$ cat src/rtl/pc_sequencer.sv
// Purpose : program-counter sequencer with RUN/HALT control and saturating statistics counters.
// Latency : next PC is combinational from the current PC and decoder strobes and is registered on each clock edge.
// Backpress: there is no handshake; HALT (syscall 10) freezes the PC and counters until a rising edge on go.
//
// Ports (all state changes on the rising edge of clk_i, synchronous active-high rst_i):
//   clk_i, rst_i            clock and synchronous reset
//   go_i                    resume button (level); only its rising edge is acted on
//   beq_i, bne_i            decoder branch strobes; alu_equal_i is the rs==rt compare
//   jr_i, jmp_i, jal_i      decoder jump strobes
//   syscall_i, v0_value_i   syscall strobe and $v0 service code (10 = halt)
//   imm16_i, target26_i     branch word offset and jump index from the instruction
//   rs_value_i              register rs, the JR target
//   pc_o, pc_plus4_o        current PC and PC+4 (link value for JAL)
//   run_o, halted_o         commit qualifier and HALT indicator
//   disp_strobe_o           single-cycle pulse for a non-halt syscall (display service)
//   cycle_cnt_o, jump_cnt_o, branch_cnt_o   saturating statistics counters
module pc_sequencer #(
    parameter int                     PC_WIDTH  = 32,
    parameter logic [PC_WIDTH-1:0]    RESET_PC  = '0,
    parameter int                     CNT_WIDTH = 32
) (
    input  logic                  clk_i,
    input  logic                  rst_i,
    input  logic                  go_i,
    input  logic                  beq_i,
    input  logic                  bne_i,
    input  logic                  jr_i,
    input  logic                  jmp_i,
    input  logic                  jal_i,
    input  logic                  syscall_i,
    input  logic                  alu_equal_i,
    input  logic [15:0]           imm16_i,
    input  logic [25:0]           target26_i,
    input  logic [PC_WIDTH-1:0]   rs_value_i,
    input  logic [31:0]           v0_value_i,
    output logic [PC_WIDTH-1:0]   pc_o,
    output logic [PC_WIDTH-1:0]   pc_plus4_o,
    output logic                  run_o,
    output logic                  halted_o,
    output logic                  disp_strobe_o,
    output logic [CNT_WIDTH-1:0]  cycle_cnt_o,
    output logic [CNT_WIDTH-1:0]  jump_cnt_o,
    output logic [CNT_WIDTH-1:0]  branch_cnt_o
);

    // Two-state machine; kept as plain constants so older tools map it directly.
    localparam logic [0:0] ST_RUN  = 1'b0;
    localparam logic [0:0] ST_HALT = 1'b1;

    localparam logic [31:0] SYS_EXIT = 32'd10;

    // ------------------------------------------------------------------
    // State
    // ------------------------------------------------------------------
    logic [0:0]           state_q,      state_d;
    logic [PC_WIDTH-1:0]  pc_q,         pc_d;
    logic                 go_q;
    logic [CNT_WIDTH-1:0] cycle_cnt_q,  cycle_cnt_d;
    logic [CNT_WIDTH-1:0] jump_cnt_q,   jump_cnt_d;
    logic [CNT_WIDTH-1:0] branch_cnt_q, branch_cnt_d;

    // ------------------------------------------------------------------
    // Combinational next-PC datapath
    // ------------------------------------------------------------------
    logic                 run;
    logic                 go_rise;
    logic                 sys_exit;
    logic                 is_jump;
    logic                 br_taken;
    logic [PC_WIDTH-1:0]  pc_plus4;
    logic [PC_WIDTH-1:0]  br_offset;
    logic [PC_WIDTH-1:0]  jr_target;
    logic [PC_WIDTH-1:0]  j_target;
    logic [PC_WIDTH-1:0]  next_pc;

    assign run      = (state_q == ST_RUN);
    assign go_rise  = go_i & ~go_q;
    assign sys_exit = syscall_i & (v0_value_i == SYS_EXIT);
    assign is_jump  = jr_i | jmp_i | jal_i;
    assign br_taken = (beq_i & alu_equal_i) | (bne_i & ~alu_equal_i);

    // Natural-width add: 0xFFFF_FFFC + 4 wraps to 0.
    assign pc_plus4  = pc_q + PC_WIDTH'(4);

    // Word offset, sign-extended and scaled to bytes.
    assign br_offset = {{(PC_WIDTH-18){imm16_i[15]}}, imm16_i, 2'b00};

    // Masking (rather than slicing) keeps every rs bit in the cone.
    assign jr_target = rs_value_i & ~PC_WIDTH'(3);

    // Region-relative jump: top nibble of the delay-slot-free PC+4.
    assign j_target  = {pc_plus4[PC_WIDTH-1:28], target26_i, 2'b00};

    // Decoder is one-hot; the priority below only matters for illegal combos.
    always_comb begin
        next_pc = pc_plus4;
        if (jr_i) begin
            next_pc = jr_target;
        end else if (jmp_i | jal_i) begin
            next_pc = j_target;
        end else if (br_taken) begin
            next_pc = pc_plus4 + br_offset;
        end
    end

    // ------------------------------------------------------------------
    // RUN/HALT machine
    // ------------------------------------------------------------------
    always_comb begin
        state_d = state_q;
        pc_d    = pc_q;
        case (state_q)
            ST_RUN: begin
                if (sys_exit) begin
                    // Park on the syscall so the resume can step past it.
                    state_d = ST_HALT;
                end else begin
                    pc_d = next_pc;
                end
            end
            default: begin
                if (go_rise) begin
                    state_d = ST_RUN;
                    pc_d    = pc_plus4;
                end
            end
        endcase
    end

    // ------------------------------------------------------------------
    // Saturating statistics counters (advance only while committing)
    // ------------------------------------------------------------------
    always_comb begin
        cycle_cnt_d  = cycle_cnt_q;
        jump_cnt_d   = jump_cnt_q;
        branch_cnt_d = branch_cnt_q;
        if (run) begin
            if (!(&cycle_cnt_q)) begin
                cycle_cnt_d = cycle_cnt_q + CNT_WIDTH'(1);
            end
            if (is_jump && !(&jump_cnt_q)) begin
                jump_cnt_d = jump_cnt_q + CNT_WIDTH'(1);
            end
            if (br_taken && !(&branch_cnt_q)) begin
                branch_cnt_d = branch_cnt_q + CNT_WIDTH'(1);
            end
        end
    end

    // ------------------------------------------------------------------
    // Registers: reset wins over every other event, including a go edge.
    // ------------------------------------------------------------------
    always_ff @(posedge clk_i) begin
        if (rst_i) begin
            state_q      <= ST_RUN;
            pc_q         <= RESET_PC;
            go_q         <= 1'b0;
            cycle_cnt_q  <= '0;
            jump_cnt_q   <= '0;
            branch_cnt_q <= '0;
        end else begin
            state_q      <= state_d;
            pc_q         <= pc_d;
            go_q         <= go_i;
            cycle_cnt_q  <= cycle_cnt_d;
            jump_cnt_q   <= jump_cnt_d;
            branch_cnt_q <= branch_cnt_d;
        end
    end

    // ------------------------------------------------------------------
    // Outputs
    // ------------------------------------------------------------------
    assign pc_o          = pc_q;
    assign pc_plus4_o    = pc_plus4;
    assign run_o         = run;
    assign halted_o      = (state_q == ST_HALT);
    assign disp_strobe_o = run & syscall_i & (v0_value_i != SYS_EXIT);
    assign cycle_cnt_o   = cycle_cnt_q;
    assign jump_cnt_o    = jump_cnt_q;
    assign branch_cnt_o  = branch_cnt_q;

endmodule

$ cat config.mk
export PLATFORM = sky130hd
export DESIGN_NAME = pc_sequencer
export DESIGN_NICKNAME = d
export VERILOG_FILES = /design/src/rtl/pc_sequencer.sv
export SDC_FILE = /design/constraint.sdc
export NUM_CORES = 1
export LEC_CHECK = 0
export ABC_AREA = 0
export CAP_MARGIN = 25
export CORE_MARGIN = 5
export CORE_UTILIZATION = 44
export CTS_BUF_LIST = sky130_fd_sc_hd__clkbuf_8
export DETAILED_ROUTE_END_ITERATION = 7
export GPL_TIMING_DRIVEN = 0
export HOLD_SLACK_MARGIN = 0.08
export MAX_ROUTING_LAYER = met4
export PLACE_DENSITY_LB_ADDON = 0.15
export SLEW_MARGIN = 20
export SYNTH_ARGS = -nofsm -noshare
export SYNTH_HDL_FRONTEND = slang
export SYNTH_SLANG_ARGS = --single-unit
export TNS_END_PERCENT = 10
$ cat constraint.sdc
create_clock -name clk_i -period 3.7 [get_ports clk_i]
set_input_delay 1.11 -clock clk_i [delete_from_list [all_inputs] [get_ports clk_i]]
set_output_delay 1.11 -clock clk_i [all_outputs]
set_load 0.02 [all_outputs]
==> results.txt <==
- The critical path in this run is classified as input port to primary output.
- The highest metal layer carrying signal wires in the routed design is met4.
* Violated checks: setup timing
- Final TNS setup: -0.01601 ns
- Global route total overflow: 0
- XOR/XNOR Fraction of Synth Area: 13.25%
* CTS tree: done
* Largest fanout on the critical path: 2
* Worst Skew: 0.02072 ns
- After the first detailed-routing iteration, the DRC count stood at 876.
* Antenna-violating nets left: 0
- Final cycle utilization of the critical path: 100.4%
- Yosys top cell by area: dfxtp_1
- In the final routing, the length of wire on met1 measures 13530 um.
- Area used by multi-input combinational logic: 6405 um^2
* Number of instances in the placed design: 1633
* Clock latency reported for the late side of the worst-skew pair: 0.47 ns
- In this run the static leakage power is 5.017 nW.
- Startpoint type of the worst setup path: input port
- The number of clock buffers added by TritonCTS is 17.
- In this run the most critical hold path is launched from jump_cnt_o[26]$_SDFFE_PP0P_.
- Adder and majority gate portion of the synthesized area: 5.873%
* Met3 WL post-DR: 3281 um
- In this run the critical register-to-register path is launched from pc_o[7]$_SDFFE_PP0P_.
* Initial antenna violation count: 2
- Leading cell type in the layout, fill and taps excluded: clkdlybuf4s50_1
- Type of destination of the critical path: primary output
- Worst r2r dst: pc_o[30]$_SDFFE_PP0P_
- Registers take 2606 um^2.
- In the synthesized netlist the dominant register cell turns out to be dfxtp_1.
- WL met2: 15400 um
* Number of buffers inserted for hold repair after clock tree synthesis: 0
- Worst Hold Class: flip-flop to flip-flop
- Status: finished with violations
- Row Count: 51
- The final count of hold timing violations is 0.
* Worst Hold Depth: 2
* Via count normalized by instance count: 5.732
- Die Ht: 150.2 um
- Post-synthesis register bit count: 128
- Across the VDD grid, the largest voltage drop is 0.2273 mV.
- Worst EP arrival: 2.61 ns
- Minimum setup slack in the final design: -0.01601 ns
- Share of the synthesized area in compound gates (AO/OA/AOI/OAI): 20.06%
- At the worst endpoint, the required time is 2.59 ns.
- Mean post-synth cell area: 7.906 um^2
- The first global-routing pass estimated 49050 um of wire.
* Horizontal extent of the die: 150.2 um
* Fill cell count: 1683
* Largest net degree at the start of global routing: 21
- The HPWL after detailed placement is 25040 um.
* Sequential fraction of the synthesis area: 29.63%
* Minimum setup slack among reg-to-reg paths: 0.01 ns
* Async S/R FF share, synth: 0%
- Placeable core area: 19400 um^2
* Max Freq: 269.1 MHz
* Post-synth EDFFs: 0
* Main combinational cell family by area after synthesis: simple AND/OR/NAND/NOR gates
- For this configuration, the core starts out at a cell density of 44.59%.
- Worst-Margin Slew: 0.8892 ns
* Final Setup Violations: 1
- The number of pins with negative max-slew slack in the final report was 0.
* Gate count after technology mapping: 1094
- Measured in cells, the most critical reg-to-reg path has a length of 16.
- Unrepaired setup endpoints after global routing: true
- After Yosys synthesis, and, or, nand and nor cells account for 26.63% of the synthesized area.
- Cell at the root of the clock tree: clkbuf_8
* CTS H-tree depth: 4
- Top-area cell type share of the netlist area: 29.63%
- The via count of the first global-routing pass is 9033.
- Number of placed I/O pins: 279
- Non-filler cells, final: 1711
- Post-synthesis mux area share: 1.070%
- Total Routing Usage GR: 28.73%
- Number of distinct library cells after synthesis: 84
- Yosys attributes the largest share of cell area to dfxtp_1 (30%), xor2_1 (7.4%), nor2_1 (6.6%).
- Sink count of the clock tree: 128
- Wires add up to 33440 um.
- Max-cap violations in this run came to 0.
- Power Density: 296.2 nW/um^2
* Cell Area, Synth: 8650 um^2
* Share of cells above drive strength 1: 15.72%
* Routed wire per std cell: 19.55 um
* Drt pass-1 iters: 7
- The path with the worst hold slack has its endpoint at jump_cnt_o[26]$_SDFFE_PP0P_.
* Routability cong.: 0.9931
- Highest-count cells in the layout ignoring fill and taps: clkdlybuf4s50_1 (253), nor2_1 (147), dfxtp_1 (113)
* Number of nets in the finished design: 1587
- Number of input and output port buffers inserted: 271
- Compared with the post-synthesis result, the final layout area differs by 51.43%.
- Vias post-DR: 9807
- Relative slew slack: 39.03%
* Floorplan die area: 22560 um^2
- The Yosys step of the flow raised 0 warnings.
* Clock-pin transition on the worst setup and hold timing paths: 0.08 ns
- Buffer depth of the longest clock path: 2
- Shortest clock period the worst path allows after layout: 3.716 ns
- For this run, design rule violations remaining after detail routing come to 0.
-- layout make-up --
cell class,count,area share [%]
Multi-Input combinational cell,899,48.90
Timing Repair Buffer,319,23.48
Sequential cell,128,19.90
Tap cell,265,2.532
Clock buffer,18,1.891
Buffer,44,1.595
Clock inverter,14,1.032
Inverter,22,0.6305
Antenna cell,2,0.03821
-- cells in the mapped netlist (all sizes together) (6+ instances only) --
library cell,count
a31oi,8
and4,12
o211ai,15
o221ai,7
xor2,74
nor4,11
dfxtp,128
a22oi,7
nand3,57
a21o,23
or3,18
a211oi,6
clkbuf,38
and2,9
ha,39
buf,10
nor3,17
and3,32
o21ai,61
inv,22
mux2i,7
a21oi,82
nor2,155
xnor2,56
nand4,27
nor2b,7
nand2,96
-- where the power goes --
part           internal, mW  total, mW  switching [mW]
combinational         0.567       1.18           0.614
clock                 0.561       1.21           0.649
sequential             1.42       1.49          0.0715
-- what timing repair did --
action,in CTS,in global routing
setup endpoints to repair,34,36
gates resized for setup,50,91
pin swaps,11,48
setup buffers,4,44
-- how the worst max path moves through the flow --
| stage | startpoint | end | slack [ns] | cells past startpoint |
|---|---|---|---|---|
| 2_1_floorplan | pc_o[17]$_SDFFE_PP0P_ | pc_o[31]$_SDFFE_PP0P_ | -0.01 | 15 |
| 3_3_place_gp | imm16_i[15] | pc_o[30]$_SDFFE_PP0P_ | -0.91 | 11 |
| 3_5_place_dp | imm16_i[15] | pc_o[30]$_SDFFE_PP0P_ | -0.91 | 11 |
| 4_1_cts | pc_o[19]$_SDFFE_PP0P_ | pc_o[31]$_SDFFE_PP0P_ | -0.24 | 15 |
| 5_1_grt | halted_o$_SDFF_PP0_ | disp_strobe_o | -0.13 | 4 |
| 6_report | v0_value_i[26] | disp_strobe_o | -0.02 | 6 |
-- sequential cells by signal, indices dropped and copies added (netlist names) --
register and count:
jump_cnt_o 32, pc_o 30, branch_cnt_o 32, go_q 1
cycle_cnt_o 32, halted_o 1
-- metal layers --
metal | up-vias | track usage, %
met5 | - | -
met4 | 0 | 11.02
met3 | 97 | 7.014
met2 | 540 | 45.26
met1 | 4569 | 35.74
li1 | 4601 | -
-- cell families after synthesis --
group / after synthesis
other: 1
multiplexers: 9
XOR/XNOR: 130
adder cells (fa/ha/maj): 40
flip-flops: 128
AND/OR/NAND/NOR: 460
AO/OA/AOI/OAI: 256
buffers and inverters: 70
-- metrics by stage --
step	cell area, um^2	hold slack (ns)	utilization [%]	setup slack [ns]	total power [mW]
after global routing	13100	0.5223	67.52	-0.1252	4.037
final	13100	0.5055	67.52	-0.01601	3.879
after detailed placement	11860	0.4766	61.14	-0.9081	2.542
after global placement	11860	0.4704	61.14	-0.9057	2.537
after CTS	12370	0.4924	63.74	-0.2362	3.755
after floorplan	8816	0.5066	-	-0.01187	2.106
-- worst max-delay path: stages --
cell	delay, ns
clkdlybuf4s50_1	0.41
nor4_1	0.32
nand4_1	0.15
nor2_2	0.20
nor3b_1	0.08
clkdlybuf4s15_1	0.34
Note: power is estimated with default switching activity, not from simulation.
